[src/rtl/mem_arbiter.sv]
// Single-port memory arbiter between the fetch stage and the memory stage (data has priority).
// Define MEM_ARB_FAIR_EN to force a fetch grant after STARVE_MAX consecutive data grants.
module mem_arbiter #(
   parameter int ADDR_WIDTH = 32,
   parameter int DATA_WIDTH = 32,
   parameter int STARVE_MAX = 4
) (
   input  logic                    clk,
   input  logic                    rst_n,
   // fetch stage
   input  logic                    InstrReqF,
   input  logic [ADDR_WIDTH-1:0]   PCF,
   input  logic                    FetchKillF,
   output logic [DATA_WIDTH-1:0]   InstrF,
   output logic                    InstrValidF,
   // memory stage
   input  logic                    MemReqM,
   input  logic                    MemWriteM,
   input  logic [ADDR_WIDTH-1:0]   ALUResultM,
   input  logic [DATA_WIDTH-1:0]   WriteDataM,
   input  logic [DATA_WIDTH/8-1:0] ByteEnM,
   output logic [DATA_WIDTH-1:0]   ReadDataM,
   output logic                    MemDoneM,
   // hazard unit
   output logic                    StallFetch,
   output logic                    StallMem,
   // memory port
   output logic                    mem_req,
   output logic                    mem_we,
   output logic [ADDR_WIDTH-1:0]   mem_addr,
   output logic [DATA_WIDTH-1:0]   mem_wdata,
   output logic [DATA_WIDTH/8-1:0] mem_be,
   input  logic                    mem_ack,
   input  logic [DATA_WIDTH-1:0]   mem_rdata
);

   localparam int BE_WIDTH = DATA_WIDTH / 8;

   typedef enum logic [1:0] {
      IDLE  = 2'd0,
      FETCH = 2'd1,
      DATA  = 2'd2
   } state_t;

   state_t                 state_reg, state_next;
   logic [ADDR_WIDTH-1:0]  addr_reg, addr_next;
   logic [DATA_WIDTH-1:0]  wdata_reg, wdata_next;
   logic [BE_WIDTH-1:0]    be_reg, be_next;
   logic                   we_reg, we_next;
   logic                   kill_reg, kill_next;
   logic [DATA_WIDTH-1:0]  instr_reg, instr_next;
   logic [DATA_WIDTH-1:0]  rdata_reg, rdata_next;

   logic                   grant_fetch;
   logic                   grant_data;
   logic                   fetch_ok;
   logic                   fetch_first;
   logic                   killed;
   logic [BE_WIDTH-1:0]    be_grant;

   // Loads drive every lane; only stores honour the requested byte enables.
   genvar gi;
   generate
      for (gi = 0; gi < BE_WIDTH; gi++) begin : g_be
         assign be_grant[gi] = MemWriteM ? ByteEnM[gi] : 1'b1;
      end
   endgenerate

   assign fetch_ok = InstrReqF && !FetchKillF;

`ifdef MEM_ARB_FAIR_EN
   localparam int CNT_W = (STARVE_MAX > 0) ? $clog2(STARVE_MAX + 1) : 1;

   logic [CNT_W-1:0] starve_reg, starve_next;
   logic             starve_hit;

   assign starve_hit  = (starve_reg == CNT_W'(STARVE_MAX));
   assign fetch_first = starve_hit && fetch_ok;

   // Saturates at STARVE_MAX so a killed fetch cannot wrap the count.
   always_comb begin
      starve_next = starve_reg;
      if (grant_fetch) begin
         starve_next = '0;
      end else if (grant_data && InstrReqF && !starve_hit) begin
         starve_next = starve_reg + 1'b1;
      end
   end

   always_ff @(posedge clk or negedge rst_n) begin
      if (!rst_n) begin
         starve_reg <= '0;
      end else begin
         starve_reg <= starve_next;
      end
   end
`else
   logic unused_starve;

   assign fetch_first   = 1'b0;
   assign unused_starve = (STARVE_MAX != 0);
`endif

   assign killed      = kill_reg || FetchKillF;
   assign InstrValidF = (state_reg == FETCH) && mem_ack && !killed;
   assign MemDoneM    = (state_reg == DATA) && mem_ack;

   always_comb begin
      state_next  = state_reg;
      addr_next   = addr_reg;
      wdata_next  = wdata_reg;
      be_next     = be_reg;
      we_next     = we_reg;
      kill_next   = 1'b0;
      instr_next  = instr_reg;
      rdata_next  = rdata_reg;
      grant_fetch = 1'b0;
      grant_data  = 1'b0;

      unique case (state_reg)
         IDLE: begin
            if (fetch_first) begin
               grant_fetch = 1'b1;
            end else if (MemReqM) begin
               grant_data = 1'b1;
            end else if (fetch_ok) begin
               grant_fetch = 1'b1;
            end

            if (grant_data) begin
               state_next = DATA;
               addr_next  = ALUResultM;
               wdata_next = WriteDataM;
               we_next    = MemWriteM;
               be_next    = be_grant;
            end else if (grant_fetch) begin
               state_next = FETCH;
               addr_next  = PCF;
               wdata_next = '0;
               we_next    = 1'b0;
               be_next    = '1;
            end
         end

         FETCH: begin
            kill_next = kill_reg || FetchKillF;
            if (mem_ack) begin
               state_next = IDLE;
               kill_next  = 1'b0;
            end
         end

         DATA: begin
            if (mem_ack) begin
               state_next = IDLE;
            end
         end

         default: begin
            state_next = IDLE;
         end
      endcase

      if (InstrValidF) begin
         instr_next = mem_rdata;
      end
      if (MemDoneM && !we_reg) begin
         rdata_next = mem_rdata;
      end
   end

   always_ff @(posedge clk or negedge rst_n) begin
      if (!rst_n) begin
         state_reg <= IDLE;
         addr_reg  <= '0;
         wdata_reg <= '0;
         be_reg    <= '0;
         we_reg    <= 1'b0;
         kill_reg  <= 1'b0;
         instr_reg <= '0;
         rdata_reg <= '0;
      end else begin
         state_reg <= state_next;
         addr_reg  <= addr_next;
         wdata_reg <= wdata_next;
         be_reg    <= be_next;
         we_reg    <= we_next;
         kill_reg  <= kill_next;
         instr_reg <= instr_next;
         rdata_reg <= rdata_next;
      end
   end

   // Write enable is gated so a stale store flag never leaks onto an idle port.
   assign mem_req   = (state_reg != IDLE);
   assign mem_we    = mem_req && we_reg;
   assign mem_addr  = addr_reg;
   assign mem_wdata = wdata_reg;
   assign mem_be    = be_reg;

   assign InstrF    = InstrValidF ? mem_rdata : instr_reg;
   assign ReadDataM = (MemDoneM && !we_reg) ? mem_rdata : rdata_reg;

   assign StallFetch = InstrReqF && !InstrValidF;
   assign StallMem   = MemReqM && !MemDoneM;

endmodule

[config.mk]
export PLATFORM = sky130hd
export DESIGN_NAME = mem_arbiter
export DESIGN_NICKNAME = d
export VERILOG_FILES = /design/src/rtl/mem_arbiter.sv
export SDC_FILE = /design/constraint.sdc
export NUM_CORES = 1
export LEC_CHECK = 0
export CAP_MARGIN = 20
export CELL_PAD_IN_SITES_DETAIL_PLACEMENT = 2
export CELL_PAD_IN_SITES_GLOBAL_PLACEMENT = 2
export CORE_AREA = 2 2 122 124
export DETAILED_ROUTE_END_ITERATION = 8
export DIE_AREA = 0 0 124 126
export DONT_BUFFER_PORTS = 1
export GPL_ROUTABILITY_DRIVEN = 0
export PLACE_DENSITY = 0.75
export SLEW_MARGIN = 20
export SYNTH_ARGS = -nofsm -noshare
export SYNTH_HDL_FRONTEND = slang
export SYNTH_SLANG_ARGS = --single-unit
[constraint.sdc]
create_clock -name clk -period 2.3 [get_ports clk]
set_input_delay 0.46 -clock clk [delete_from_list [all_inputs] [get_ports clk]]
set_output_delay 0.46 -clock clk [all_outputs]
set_load 0.01 [all_outputs]
# Yosys cells after proc, flatten, opt, wreduce, memory -nomap -nowiden

Cells that the tools add are included.

Bits in latches: 0
Register bits after elaboration: 136
Logic and storage cells: 57
Memories: 0
RAM bits: 0
Bits in read-only memories: 0

Equality and inequality tests: 4
Bitwise operators: 0
Div/mod/pow operators: 0
Multiply operators: 0
Shift operators: 0
Mux-type cells: 25
Magnitude comparators: 0
Reductions and logical operators: 20
$add $sub $neg: 0

Operators with widths:

| operator                                                                 | number |
|---|---|
| 32-bit 2-to-1 mux                                                        | 6 |
| 1-bit 2-to-1 mux                                                         | 13 |
| 1-bit logical AND                                                        | 8 |
| 4-bit 2-to-1 mux                                                         | 2 |
| 2-bit 2-to-1 mux                                                         | 3 |
| 1-bit zero test                                                          | 5 |
| 2-bit one-hot mux with 2 select lines                                    | 1 |
| 2-bit AND reduction                                                      | 2 |
| 2-bit nonzero test                                                       | 2 |
| 3-bit inequality test (second input constant)                            | 1 |
| 2-bit by 1-bit == test with 1-bit output (second input constant)         | 1 |
| 2-bit == test (second input constant)                                    | 1 |
| 2-bit zero test                                                          | 1 |
| 2-bit by 1-bit inequality test with 1-bit output (second input constant) | 1 |
| 2-bit OR reduction                                                       | 1 |
| 1-bit logical OR                                                         | 1 |

# Logic depth before layout (Yosys ltp)

Depth after elaboration: 8
Gate-level depth with buffers: 6
Depth with buffers taken out: 5

# Least setup slack after synthesis

OpenSTA, ideal clock, no wires.

Kind: register to output
Start point: register state_reg[0]
End point: output port ReadDataM[10]
Buffers on the path: 1
Path slack: 334 ps
Stages on the path, launching flop included: 7
Arrival: 1506 ps
Path through: dfrtp_1 inv_1 ha_1 and2_2 nand2_1 buf_6 mux2_2

Word-level cells in the longest chain between the ends: 4

Ends and longest elaborated chain:

| what                     | RTL line | text |
|---|---|---|
| start: declaration       | 45       | `state_t state_reg, state_next;` |
| start signal: assignment | 183      | `state_reg <= state_next;` |
| 2-bit == test            | 106      | `assign MemDoneM = (state_reg == DATA) && mem_ack;` |
| 1-bit logical AND        | 106      |  |
| net MemDoneM             | 23       | `output logic MemDoneM,` |
| 1-bit logical AND        | 202      | `assign ReadDataM = (MemDoneM && !we_reg) ? mem_rdata : rdata_reg;` |
| 32-bit 2-to-1 mux        | -        |  |
| end: declaration         | 22       | `output logic [DATA_WIDTH-1:0] ReadDataM,` |

The timed path passes the listed nets, and every way through them passes these cells.

# Final worst setup path

Start point: register state_reg[1]
End point: output port InstrF[13]

Word-level cells in the longest chain between the ends: 4

Ends and longest elaborated chain:

| what                                     | RTL line | text |
|---|---|---|
| 2-bit by 1-bit == test with 1-bit output | 105      | `assign InstrValidF = (state_reg == FETCH) && mem_ack && !killed;` |
| 1-bit logical AND (2 in series)          | 105      |  |
| 32-bit 2-to-1 mux                        | -        |  |
| end: declaration                         | 14       | `output logic [DATA_WIDTH-1:0] InstrF,` |

No other way between the ends.

==> impl_metrics.toml <==
[logic_synthesis]
synth_area_leader_cell = "dfrtp_1"
synth_seq_cells = 136
syn_area_per_cell_um2 = 16.5
yosys.area.top_type_share = 0.591
syn-instance-count = 349
yosys.cell_types.count = 26
synth_area_leaders = "dfrtp_1, mux2_2, mux2_4"
seq_area_frac_synth = 0.591
mappedNetlistNets = 491
synth_area_um2 = 5760
yosysWarnings = 0

[die]
coreArea_um2 = 14300
dieWidth_um = 124
die-area_um2 = 15600
rows = 44
ios = 277
start_util = 0.402
chipHeight_um = 126

[timing]
rsz0062_at_grt = "true"
fin_crit_ns = 2.35
fin_setup_tns_ns = -0.619
slew_violations = 0
hold_viol = 136
slew_headroom = 0.767
fmax_mhz = 426
setup_viol = 16
tightestPinTransition_ns = 0.349
fin_crit_sh = 1.02
fin_ws_ns = -0.0488
finalClockSkew_ns = 0.0148
fin_hold_ws_ns = -0.252

[route]
viasPerCell = 5.49
avgRoutedWirePerCell_um = 26.3
finalWirelength_mm = 14.7
drt_first_pass_iters = 4
num_vias = 3061
drt_iter0_drc = 69
postRouteAntennaNets = 0
drc = 0

[worst_setup_path]
critPathLaunchType = "flop"
end_kind = "primary output"
path_max_fanout = 5
required_ns = 1.84
cp_data_arrival_time_ns = 1.89
path_class = "reg2out"

[layout]
antennaDiodeCount = 0
nets = 504
finalNonFillerCells = 558
regArea_um2 = 3400
multi_input_area_um2 = 2310
design_area_um2 = 6790
drive_gt1_frac = 0.489
area_growth_syn_to_layout_pct = 17.9
nFillCells = 1299

[global_route]
groute.usage.overall = 0.189
grt_pass1_vias = 3628
grt_max_degree = 137
grt_first_pass_wirelength_mm = 21.9
grt-ovfl-total = 0
grt_antenna_before_repair = 0

[place]
dp.cells = 518
portBuffers = 0
dpl-instance-area_um2 = 5890
dp_hpwl_mm = 9.41

[clock_network]
ctsLongestPathBuffers = 2
clock-sinks = 136
path_clk_slew_ns = 0.06
cts_buffers = 17
root_buffer = "clkbuf_16"
cts_tree = "built"
htree_levels = 4
clock_latency_ns = 0.41

[power_and_ir_drop]
p_leak_nw = 3.13
ir_drop_mv = 0.588
power.total_mw = 10.5
p_per_area_nw_per_um2 = 1550

[flow_run]
cap_violations = 0

[status]
violations = "hold timing, setup timing"
status = "finished with violations"

[hold_path]
hold_class = "in2async"
==> report_power, final <==
group / switching (mW) / internal [mW] / total (mW)
Clock: 1.02 / 1.59 / 2.61
Combinational: 1.55 / 1.87 / 3.42
Sequential: 0.972 / 3.54 / 4.51
==> final cells by class <==
type / count / share of cell area
repair buffers: 16 / 0.0400
inverters: 4 / 0.00221
clock inverters: 11 / 0.0184
well taps: 184 / 0.0339
multi-input cells: 187 / 0.340
clock buffers: 20 / 0.0643
flip-flops and latches: 136 / 0.501
==> synthesized netlist by cell type, drive strengths merged <==
cell type,n
o22a,4
o21ai,2
nor2,2
dfrtp,136
nor2b,3
o21a,1
nand2b,2
ha,3
a22o,32
nand2,2
nor3b,1
a21oi,2
and3,1
inv,4
and2,2
clkbuf,1
mux2,128
buf,21
o2bb2ai,2
==> critical path, stage by stage, from the launching register on <==
cell,delay [ns]
dfrtp_1,0.42
inv_2,0.11
ha_4,0.13
and3_4,0.22
buf_12,0.14
buf_16,0.12
mux2_4,0.33
==> per-layer routing <==
metal	up-vias	wire, µm	track usage
met2	176	7740	0.335
met4	0	121	0.0529
li1	1283	-	-
met1	1591	5400	0.207
met5	-	0	0
met3	11	1430	0.0761
==> kinds of logic (layout without fill, tap and decap cells) <==
family | count (synthesis) | after routing | synth area share
flops | 136 | 136 | 0.591
compound gates | 43 | 43 | 0.0626
simple gates | 13 | 13 | 0.0141
fa+ha+maj | 3 | 3 | 0.00652
mux | 128 | 128 | 0.285
buf+inv | 26 | 51 | 0.0411
==> layout by cell type, fill, tap and decap left out, types with 3 or more instances in the layout <==
cell       instances
dfrtp_1          136
mux2_4            89
mux2_2            39
a22o_1            32
clkbuf_16         17
buf_12             7
buf_4              5
o22a_1             4
clkinv_4           3
clkinv_2           3
clkbuf_1           3
buf_16             3
==> what timing repair did <==
item                                    4_1_cts  5_1_grt
cloned                                        4        0
resized for setup                            47        6
hold endpoints to repair                    136      136
endpoints found under the setup margin       63       64
buffers inserted                              5        2
pin swaps                                     3        2
==> stage by stage <==
| stage | worst slack (ns) | hold slack [ns] | utilization |
|---|---|---|---|
| global route | -0.121 | -0.282 | 0.474 |
| global placement | 0.264 | 0.167 | 0.411 |
| finish | -0.0488 | -0.252 | 0.474 |
| floorplan | 0.334 | 0.164 | - |
| CTS | -0.0762 | -0.276 | 0.474 |
| detailed placement | 0.239 | 0.167 | 0.411 |
==> final timing paths <==
kind	start	to	slack, ns	cells past startpoint
worst max register to register	state_reg[0]	mem_addr[3]	0.51	6
min in group clk	mem_ack	kill_reg	0.12	1
worst min register to register	rdata_reg[16]	rdata_reg[16]	0.52	1
worst max-delay path	state_reg[1]	InstrF[13]	-0.05	6
max in group asynchronous	rst_n	mem_addr[28]	2.43	0
worst min-delay path	rst_n	rdata_reg[3]	-0.25	0
Power figures use the tool's default switching activity.
